## config.mk

```make
export PLATFORM = sky130hd
export DESIGN_NAME = uart_rx_fsm_flat
export DESIGN_NICKNAME = d
export VERILOG_FILES = /design/src/rtl/uart_rx_pkg.sv /design/src/rtl/uart_rx_fsm_if.sv /design/src/rtl/uart_rx_fsm_edge_bit_counter.sv /design/src/rtl/uart_rx_fsm.sv /design/src/flat_wrapper.sv
export SDC_FILE = /design/constraint.sdc
export NUM_CORES = 1
export LEC_CHECK = 0
export CAP_MARGIN = 20
export CORE_MARGIN = 8
export CORE_UTILIZATION = 35
export DETAILED_ROUTE_END_ITERATION = 16
export PLACE_DENSITY = 0.66
export SYNTH_ARGS = -nofsm -noshare
export SYNTH_HDL_FRONTEND = slang
export SYNTH_SLANG_ARGS = --single-unit
```

## constraint.sdc

```tcl
create_clock -name clk -period 4.9 [get_ports clk]
set_input_delay 0.49 -clock clk [delete_from_list [all_inputs] [get_ports clk]]
set_output_delay 0.49 -clock clk [all_outputs]
set_load 0.03 [all_outputs]
```

## src/rtl/uart_rx_pkg.sv

```systemverilog
// Shared types and constants for the UART receive frame sequencer.
package uart_rx_pkg;

    typedef enum logic [2:0] {
        IDLE   = 3'd0,
        START  = 3'd1,
        DATA   = 3'd2,
        PARITY = 3'd3,
        STOP   = 3'd4
    } rx_state_t;

    localparam int DATA_WIDTH_DEF = 8;
    localparam int PRESC_W_DEF    = 6;

    localparam logic [5:0] PRESC_8  = 6'd8;
    localparam logic [5:0] PRESC_16 = 6'd16;
    localparam logic [5:0] PRESC_32 = 6'd32;

endpackage

```

## src/rtl/uart_rx_fsm_if.sv

```systemverilog
// Signal bundle between the RX sampler/parity checker side and the frame sequencer.
// Optional err_cnt member is present when UART_RX_ERR_CNT_EN is defined.
interface uart_rx_fsm_if
    import uart_rx_pkg::*;
#(
    parameter int DATA_WIDTH = DATA_WIDTH_DEF,
    parameter int PRESC_W    = PRESC_W_DEF
);
    logic                  rx_in;
    logic [PRESC_W-1:0]    prescale;
    logic                  par_en;
    logic                  sampled_bit;
    logic                  par_err;
    logic                  data_samp_en;
    logic                  par_chk_en;
    logic [PRESC_W-1:0]    edge_cnt;
    logic [DATA_WIDTH-1:0] p_data;
    logic                  data_valid;
    logic                  par_err_out;
    logic                  stp_err_out;
    logic                  busy;
`ifdef UART_RX_ERR_CNT_EN
    logic [7:0]            err_cnt;
`endif

    modport master (
`ifdef UART_RX_ERR_CNT_EN
        input  err_cnt,
`endif
        output rx_in, prescale, par_en, sampled_bit, par_err,
        input  data_samp_en, par_chk_en, edge_cnt, p_data, data_valid,
        input  par_err_out, stp_err_out, busy
    );

    modport slave (
`ifdef UART_RX_ERR_CNT_EN
        output err_cnt,
`endif
        input  rx_in, prescale, par_en, sampled_bit, par_err,
        output data_samp_en, par_chk_en, edge_cnt, p_data, data_valid,
        output par_err_out, stp_err_out, busy
    );

endinterface

```

## src/rtl/uart_rx_fsm_edge_bit_counter.sv

```systemverilog
// Oversampling edge counter with bit counter; wraps at the latched prescale.
module edge_bit_counter
    import uart_rx_pkg::*;
#(
    parameter int PRESC_W = PRESC_W_DEF,
    parameter int BIT_W   = 4
) (
    input  logic               clk,
    input  logic               reset_n,
    input  logic               enable,
    input  logic [PRESC_W-1:0] prescale,
    output logic [PRESC_W-1:0] edge_cnt,
    output logic [BIT_W-1:0]   bit_cnt,
    output logic               bit_end
);

    logic [PRESC_W-1:0] edge_cnt_q, edge_cnt_d;
    logic [BIT_W-1:0]   bit_cnt_q, bit_cnt_d;

    // bit_end must not depend on enable: the FSM derives enable from its next state
    assign bit_end  = (edge_cnt_q == (prescale - PRESC_W'(1)));
    assign edge_cnt = edge_cnt_q;
    assign bit_cnt  = bit_cnt_q;

    // next-count logic: hold at zero when disabled, wrap at bit end
    always_comb begin
        edge_cnt_d = edge_cnt_q;
        bit_cnt_d  = bit_cnt_q;
        if (!enable) begin
            edge_cnt_d = {PRESC_W{1'b0}};
            bit_cnt_d  = {BIT_W{1'b0}};
        end else if (bit_end) begin
            edge_cnt_d = {PRESC_W{1'b0}};
            bit_cnt_d  = bit_cnt_q + BIT_W'(1);
        end else begin
            edge_cnt_d = edge_cnt_q + PRESC_W'(1);
        end
    end

    // counter registers
    always_ff @(posedge clk or negedge reset_n) begin
        if (!reset_n) begin
            edge_cnt_q <= {PRESC_W{1'b0}};
            bit_cnt_q  <= {BIT_W{1'b0}};
        end else begin
            edge_cnt_q <= edge_cnt_d;
            bit_cnt_q  <= bit_cnt_d;
        end
    end

endmodule

```

## src/rtl/uart_rx_fsm.sv

```systemverilog
// UART RX frame sequencer: start/data/parity/stop sequencing, word assembly, error flags.
// Define UART_RX_ERR_CNT_EN to add the saturating 8-bit frame error counter err_cnt.
module uart_rx_fsm
    import uart_rx_pkg::*;
#(
    parameter int DATA_WIDTH = DATA_WIDTH_DEF,
    parameter int PRESC_W    = PRESC_W_DEF
) (
    input  logic          clk,
    input  logic          reset_n,
    uart_rx_fsm_if.slave  bus
);

    localparam int BIT_W = $clog2(DATA_WIDTH + 4);

    rx_state_t             state_q, state_d;
    logic [PRESC_W-1:0]    presc_q, presc_d;
    logic                  par_en_q, par_en_d;
    logic [DATA_WIDTH-1:0] shift_q, shift_d;
    logic [DATA_WIDTH-1:0] p_data_q, p_data_d;
    logic                  dv_q, dv_d;
    logic                  par_err_q, par_err_d;
    logic                  stp_err_q, stp_err_d;
    logic                  busy_q, busy_d;
    logic [PRESC_W-1:0]    edge_cnt_s;
    logic [BIT_W-1:0]      bit_cnt_s;
    logic                  bit_end_s;
    logic                  cnt_en_s;
    logic                  stop_end_s;

    // counter is cleared on the edge that returns to IDLE so IDLE always sees zeros
    assign cnt_en_s   = (state_q != IDLE) && (state_d != IDLE);
    assign stop_end_s = (state_q == STOP) && bit_end_s;

    edge_bit_counter #(
        .PRESC_W (PRESC_W),
        .BIT_W   (BIT_W)
    ) u_cnt (
        .clk      (clk),
        .reset_n  (reset_n),
        .enable   (cnt_en_s),
        .prescale (presc_q),
        .edge_cnt (edge_cnt_s),
        .bit_cnt  (bit_cnt_s),
        .bit_end  (bit_end_s)
    );

    // next-state, word assembly and flag logic
    always_comb begin
        state_d   = state_q;
        presc_d   = presc_q;
        par_en_d  = par_en_q;
        shift_d   = shift_q;
        p_data_d  = p_data_q;
        dv_d      = 1'b0;
        par_err_d = par_err_q;
        stp_err_d = stp_err_q;
        case (state_q)
            IDLE: begin
                if (!bus.rx_in) begin
                    state_d   = START;
                    presc_d   = bus.prescale;
                    par_en_d  = bus.par_en;
                    par_err_d = 1'b0;
                    stp_err_d = 1'b0;
                end else begin
                    state_d = IDLE;
                end
            end
            START: begin
                if (bit_end_s) begin
                    state_d = bus.sampled_bit ? IDLE : DATA;
                end else begin
                    state_d = START;
                end
            end
            DATA: begin
                if (bit_end_s) begin
                    shift_d = {bus.sampled_bit, shift_q[DATA_WIDTH-1:1]};
                    if (bit_cnt_s == BIT_W'(DATA_WIDTH)) begin
                        state_d = par_en_q ? PARITY : STOP;
                    end else begin
                        state_d = DATA;
                    end
                end else begin
                    state_d = DATA;
                end
            end
            PARITY: begin
                if (bit_end_s) begin
                    par_err_d = bus.par_err;
                    state_d   = STOP;
                end else begin
                    state_d = PARITY;
                end
            end
            STOP: begin
                if (bit_end_s) begin
                    stp_err_d = ~bus.sampled_bit;
                    state_d   = IDLE;
                    if (bus.sampled_bit && !par_err_q) begin
                        dv_d     = 1'b1;
                        p_data_d = shift_q;
                    end else begin
                        dv_d = 1'b0;
                    end
                end else begin
                    state_d = STOP;
                end
            end
            default: begin
                state_d = IDLE;
            end
        endcase
        busy_d = (state_d != IDLE);
    end

    // state and output registers
    always_ff @(posedge clk or negedge reset_n) begin
        if (!reset_n) begin
            state_q   <= IDLE;
            presc_q   <= {PRESC_W{1'b0}};
            par_en_q  <= 1'b0;
            shift_q   <= {DATA_WIDTH{1'b0}};
            p_data_q  <= {DATA_WIDTH{1'b0}};
            dv_q      <= 1'b0;
            par_err_q <= 1'b0;
            stp_err_q <= 1'b0;
            busy_q    <= 1'b0;
        end else begin
            state_q   <= state_d;
            presc_q   <= presc_d;
            par_en_q  <= par_en_d;
            shift_q   <= shift_d;
            p_data_q  <= p_data_d;
            dv_q      <= dv_d;
            par_err_q <= par_err_d;
            stp_err_q <= stp_err_d;
            busy_q    <= busy_d;
        end
    end

    assign bus.busy         = busy_q;
    assign bus.data_samp_en = busy_q;
    assign bus.par_chk_en   = (state_q == PARITY) && bit_end_s;
    assign bus.edge_cnt     = edge_cnt_s;
    assign bus.p_data       = p_data_q;
    assign bus.data_valid   = dv_q;
    assign bus.par_err_out  = par_err_q;
    assign bus.stp_err_out  = stp_err_q;

`ifdef UART_RX_ERR_CNT_EN
    logic [7:0] err_cnt_q, err_cnt_d;

    // one count per errored frame, saturating
    always_comb begin
        err_cnt_d = err_cnt_q;
        if (stop_end_s && (!bus.sampled_bit || par_err_q) && (err_cnt_q != 8'hFF)) begin
            err_cnt_d = err_cnt_q + 8'd1;
        end else begin
            err_cnt_d = err_cnt_q;
        end
    end

    // error counter register
    always_ff @(posedge clk or negedge reset_n) begin
        if (!reset_n) begin
            err_cnt_q <= 8'd0;
        end else begin
            err_cnt_q <= err_cnt_d;
        end
    end

    assign bus.err_cnt = err_cnt_q;
`endif

endmodule

```

## src/flat_wrapper.sv

```systemverilog
// flat-port wrapper written by rule: the top's interface ports become plain ports
module uart_rx_fsm_flat import uart_rx_pkg::*;
#(
    parameter int DATA_WIDTH = DATA_WIDTH_DEF,
    parameter int PRESC_W    = PRESC_W_DEF
)
  (clk, reset_n, bus_rx_in, bus_prescale, bus_par_en, bus_sampled_bit, bus_par_err, bus_data_samp_en, bus_par_chk_en, bus_edge_cnt, bus_p_data, bus_data_valid, bus_par_err_out, bus_stp_err_out, bus_busy);
  uart_rx_fsm_if #(.DATA_WIDTH(DATA_WIDTH), .PRESC_W(PRESC_W)) bus_i ();
  input  logic clk;
  input  logic reset_n;
  input wire logic [$bits(bus_i.rx_in)-1:0] bus_rx_in;
  input wire logic [$bits(bus_i.prescale)-1:0] bus_prescale;
  input wire logic [$bits(bus_i.par_en)-1:0] bus_par_en;
  input wire logic [$bits(bus_i.sampled_bit)-1:0] bus_sampled_bit;
  input wire logic [$bits(bus_i.par_err)-1:0] bus_par_err;
  output wire logic [$bits(bus_i.data_samp_en)-1:0] bus_data_samp_en;
  output wire logic [$bits(bus_i.par_chk_en)-1:0] bus_par_chk_en;
  output wire logic [$bits(bus_i.edge_cnt)-1:0] bus_edge_cnt;
  output wire logic [$bits(bus_i.p_data)-1:0] bus_p_data;
  output wire logic [$bits(bus_i.data_valid)-1:0] bus_data_valid;
  output wire logic [$bits(bus_i.par_err_out)-1:0] bus_par_err_out;
  output wire logic [$bits(bus_i.stp_err_out)-1:0] bus_stp_err_out;
  output wire logic [$bits(bus_i.busy)-1:0] bus_busy;
  assign bus_i.rx_in = bus_rx_in;
  assign bus_i.prescale = bus_prescale;
  assign bus_i.par_en = bus_par_en;
  assign bus_i.sampled_bit = bus_sampled_bit;
  assign bus_i.par_err = bus_par_err;
  assign bus_data_samp_en = bus_i.data_samp_en;
  assign bus_par_chk_en = bus_i.par_chk_en;
  assign bus_edge_cnt = bus_i.edge_cnt;
  assign bus_p_data = bus_i.p_data;
  assign bus_data_valid = bus_i.data_valid;
  assign bus_par_err_out = bus_i.par_err_out;
  assign bus_stp_err_out = bus_i.stp_err_out;
  assign bus_busy = bus_i.busy;
  uart_rx_fsm #(.DATA_WIDTH(DATA_WIDTH), .PRESC_W(PRESC_W)) u_core (.clk(clk), .reset_n(reset_n), .bus(bus_i));
endmodule
```

* Word-level counts from Yosys, hierarchy flattened
Index checks and enable logic that the tools add are counted.
** Storage, ports and cells
- Flip-flop bits (word level) :: 40
- Output and inout bits :: 20
** Cells by class
- $add $sub $neg :: 3
- Equal/unequal tests :: 10
- Reduce and logical (&&, ||, !) cells :: 14
- Bitwise logic cells :: 2
- Mux-type cells :: 21
** Operators by type and width (number)
- $mux W3 :: 6
- $pmux W3 S5 :: 1
- $mux W6 :: 2
- $reduce_and A3 Y1 :: 3
- $mux W4 :: 2
- $mux W1 :: 7
- $add A6 B1 Y6 const B :: 1
- $eq A3 B2 Y1 const B :: 2
- $eq A6 B6 Y1 :: 1
- $ne A2 B1 Y1 const B :: 3
- $reduce_bool A3 Y1 :: 2
- $sub A6 B1 Y6 const B :: 1
- $add A4 B1 Y4 const B :: 1
- $eq A4 B4 Y1 const B :: 1
- $pmux W1 S2 :: 2
- $reduce_and A2 Y1 :: 2
- $reduce_bool A2 Y1 :: 2
- $eq A3 B1 Y1 const B :: 1
- $eq A3 B3 Y1 const B :: 1
- $logic_and A1 B1 Y1 :: 3
- $logic_not A3 Y1 :: 1
- $mux W2 :: 1
- $ne A2 B2 Y1 const B :: 1
- $not A1 Y1 :: 2
- $logic_not A1 Y1 :: 1

* Logic depth before layout (Yosys ltp)
- Word-level depth :: 7
- Depth in mapped cells :: 9
- Gate-level depth less buffers :: 8

* Cells and area by module
Synthesis repeated with hierarchy kept, for this count alone.
** Unflattened totals
- Cell total of the unflattened synthesis :: 157
- Area, all modules :: 1899.3 um2
** By module, submodules not included
- uart_rx_fsm :: cells an instance 90, instances 1, sequential area each 750.7 um2, area an instance 1262.5 um2
- edge_bit_counter :: cells an instance 67, instances 1, sequential area each 250.2 um2, area an instance 636.9 um2

* Worst setup path before layout
No wires, ideal clock.
- Kind :: reg2out
- From :: reg u_core.presc_q[0]
- To :: out bus_par_chk_en
- Data required time :: 4.410 ns
- Slack :: 2.363 ns
- Arrival :: 2.047 ns
- Cell stages (with the launch flop) :: 9
- Path buffers :: 1
- Cells stage by stage :: dfrtp_1 inv_1 ha_1 nand2b_1 o211a_1 o31ai_1 and2_1 buf_4 and3_1
** Between the ends
- Word-level cells in the longest chain between the ends :: 3
** RTL lines
- start: declaration :: line uart_rx_fsm.sv:17 : logic [PRESC_W-1:0] presc_q, presc_d;
- start signal: assignment :: line uart_rx_fsm.sv:122 : presc_q <= {PRESC_W{1'b0}};
- start signal: assignment :: line uart_rx_fsm.sv:132 : presc_q <= presc_d;
- $sub A6 B1 Y6 :: line uart_rx_fsm_edge_bit_counter.sv:21 : assign bit_end = (edge_cnt_q == (prescale - PRESC_W'(1)));
- $eq A6 B6 Y1 :: line uart_rx_fsm_edge_bit_counter.sv:21
- $logic_and A1 B1 Y1 :: line uart_rx_fsm.sv:145 : assign bus.par_chk_en = (state_q == PARITY) && bit_end_s;
- end: declaration :: line flat_wrapper.sv:17 : output wire logic [$bits(bus_i.par_chk_en)-1:0] bus_par_chk_en;
No other way between the ends.

* Final worst setup path
Ends and elaborated chain as after synthesis.

==> summary.md <==
| Metric | Value |
|---|---|
| Setup TNS | `0 ns` |
| Post-CTS Setup Bufs | `0` |
| Post-route ant nets | `0` |
| Mapped Area | `1930 um^2` |
| Synth Area in Simple Gates | `0.157` |
| N_diodes | `0` |
| Hold/Removal Path Class | `input pin to asynchronous set/reset pin` |
| Register area | `~1000 um^2` |
| Vias per cell | `4.71` |
| CP Class | `register to output pin` |
| Layout Cells excl Fill | `278` |
| H-tree Lvls | `2` |
| DRC viols | `0` |
| Setup crit start | `u_core.presc_q[0]` |
| Vias in the first global route | `1375` |
| # resized after CTS | `0` |
| Final setup margin | `1.20 ns` |
| Initial antenna violation count | `0` |
| Least-Margin Pin Slew | `0.873 ns` |
| Finished Core Util | `0.446` |
| Status | `completed` |
| R2R cell count | `8` |
| Multi-input gate area | `863 um^2` |
| Global placement routability congestion | `0.785` |
| Num CTS Buffers | `5` |
| Die ar. | `8130 um^2` |
| Crit-path max FO | `8` |
| Critical R2R Launch | `u_core.presc_q[0]` |
| # rows | `27` |
| Final period utilization | `0.756` |
| Synth-to-Final Area Change | `25.3%` |
| Clock Sinks | `40` |
| Hold buffer count at CTS | `0` |
| IO Port Bufs | `31` |
| Worst reg2reg path endpoint | `u_core.bus.p_data[1]` |
| Post-synthesis sequential area ratio | `0.520` |
| Chip height | `between 90 and 100 um` |
| Max_cap viols | `0` |
| Clock transition at path regs | `0.08 ns` |
| XOR/XNOR Fraction of Synth Area | `0.0591` |
| Setup violations, final | `0` |
| Post-synthesis adder-cell area fraction | `0.0260` |
| FFs w/ async S/R, synth | `1.00` |
| Pleak | `between 1 and 1.5 nW` |
| Max-slew violations | `0` |
| Final Hold Vio Count | `0` |
| Worst vdd ir | `0.000253 V` |
| Yosys warnings | `0` |
| Yosys reg bits | `40` |
| Most used DFF post-synth | `dfrtp_1` |
| Main area contributors after synthesis | `dfrtp_1 (52%), mux2_1 (9.9%), nor2_1 (3.3%), xor2_1 (3.2%), nand2_1 (2.7%)` |
| Fin Clk Skew | `0.00979 ns` |
| IO Pins | `32` |
| Dpl hpwl | `2670 um` |
| Clock root buffer | `clkbuf_8` |
| Core Footprint | `5410 um^2` |
| Arrival time worst endpoint | `3.21 ns` |
| Post-Syn Instances | `173` |
| Share of cells above drive strength 1 | `0.0874` |
| Unrepaired setup endpoints after global routing | `no` |
| Critical Path Sink Type | `output pin` |
| Top cells by count, synth | `dfrtp_1 (40), mux2_1 (17), nor2_1 (17), nand2_1 (14), nand3_1 (9)` |
| Tmin final | `3.70 ns` |
| Post-Synthesis Net Count | `189` |
| CTS tree | `yes` |
| Iteration count of the initial detailed-routing pass | `2` |
| Setup crit end | `bus_par_chk_en` |
| Most numerous cell in the Yosys netlist | `dfrtp_1` |
| Placement Setup Slack | `1.51 ns` |
| Setup slack, reg-to-reg | `2.07 ns` |
| WL/cell | `13.1 um` |
| Largest family of logic cells by synthesized area | `simple AND/OR/NAND/NOR gates` |
| Fmax | `270 MHz` |
| Relative slew slack | `0.418` |
| Largest net degree at the start of global routing | `41` |
| DR vias | `about 1300` |
| PwrDens | `~510 nW/um^2` |
| Initial Util | `0.356` |
| Skew-Pair Late Insertion Delay | `0.29 ns` |
| Nets | `221` |
| Yosys top cell by area | `dfrtp_1` |
| Hold_ws | `about 0.3 ns` |
| Post-synth EDFFs | `0` |
| First-pass GRT wire length | `6620 um` |
| Synth Area in Compound Gates | `0.0695` |
| Required @ worst endpoint | `4.41 ns` |
| Count of different cell masters after synthesis | `37` |
| Post-synthesis mux area share | `0.133` |
| Syn_area_per_cell | `11.1 um^2` |
| Initial DRC count | `between 60 and 70` |
| CTS Buffer Depth | `2` |
| Startpoint type of the worst setup path | `register` |
| Die span in x | `90.2 um` |
| Area share of the largest cell type after synthesis | `0.520` |
| Overall Global Routing Usage | `0.0989` |
| # placed instances | `270` |
| Total of fill cells in the finished design | `538` |
| WL final | `approximately 3600 um` |
| Total grt overflow | `0` |
[worst max-delay path, stage by stage, from the launching register on]
cell and delay [ns]:
dfrtp_1 0.40, inv_1 0.08, ha_1 0.24, nand2b_1 0.17, o211a_1 0.13, o31ai_1 0.53
and2_1 0.43, and3_1 0.27, clkdlybuf4s50_1 0.69
[cell type report]
class,instances,area share
clock inverter,3,0.0192
inverter,8,0.0124
sequential,40,0.415
timing repair buffer,32,0.130
multi-input combinational,118,0.358
tap,72,0.0373
clock buffer,5,0.0285
[power by group]
part           leakage, nW  internal (W)  switching [W]
clock network       0.0548      0.000153       0.000119
registers            0.527      0.000405      0.0000909
logic                0.537      0.000206       0.000261
total                 1.12      0.000764       0.000470
[worst min path at each step]
stage                           startpoint                     to  slack [ns]  depth (start not counted)
floorplan                          reset_n        u_core.bus.busy        0.19                          0
global placement      u_core.bus.p_data[1]   u_core.bus.p_data[1]        0.47                          1
detailed placement  u_core.bus.par_err_out  u_core.bus.data_valid        0.47                          1
CTS                                reset_n   u_core.bus.p_data[3]        0.34                          1
global route                       reset_n   u_core.bus.p_data[3]        0.37                          1
finish                             reset_n   u_core.bus.p_data[4]        0.30                          1
[metrics by stage]
step	power, W	area [um^2]
6_report	0.00123	2410
5_1_grt	0.00133	2410
4_1_cts	0.00126	2410
3_5_place_dp	0.000976	2300
3_3_place_gp	0.000967	2300
2_1_floorplan	0.000836	1930
[registers in the layout (all words and copies together), names as in the netlist, 3 cells and up]
register and flops:
u_core.u_cnt.edge_cnt 6, u_core.state_q 3, u_core.bus.p_data 8, u_core.presc_q 6, u_core.u_cnt.bit_cnt 4, u_core.shift_q 8
[logic make-up (layout without fill, tap and decap cells)]
family,count (synthesis),in the layout
adders and majority gates,4,4
DFF,40,40
and+or+nand+nor,57,57
muxes,23,23
AOI/OAI and AO/OA,21,21
xor gates and xnor gates,13,13
buffers and inverters,15,48
[routing by layer]
layer / routed length (um) / part of all wire / GRT usage / vias up
met5: 0 / 0 / 0 / -
met2: 1630 / 0.45 / 0.150 / 29
met3: 248 / 0.068 / 0.0399 / 2
li1: - / - / - / 656
met1: 1740 / 0.48 / 0.122 / 622
met4: 29 / 0.0079 / 0.0374 / 0
[layout by cell type, fill, tap and decap left out, types with 2 or more instances in the layout]
cell / n
and3_1: 2
clkbuf_8: 5
nand3_1: 9
inv_1: 8
clkdlybuf4s50_1: 30
xor2_1: 7
a21oi_1: 6
dfrtp_1: 40
nand2_1: 14
nand2b_1: 2
ha_1: 4
o21ai_0: 6
mux2_2: 4
mux2_1: 17
mux2i_1: 2
nor3_1: 3
xnor2_1: 6
nor2_1: 17
Note: power is estimated with default switching activity, not from simulation.
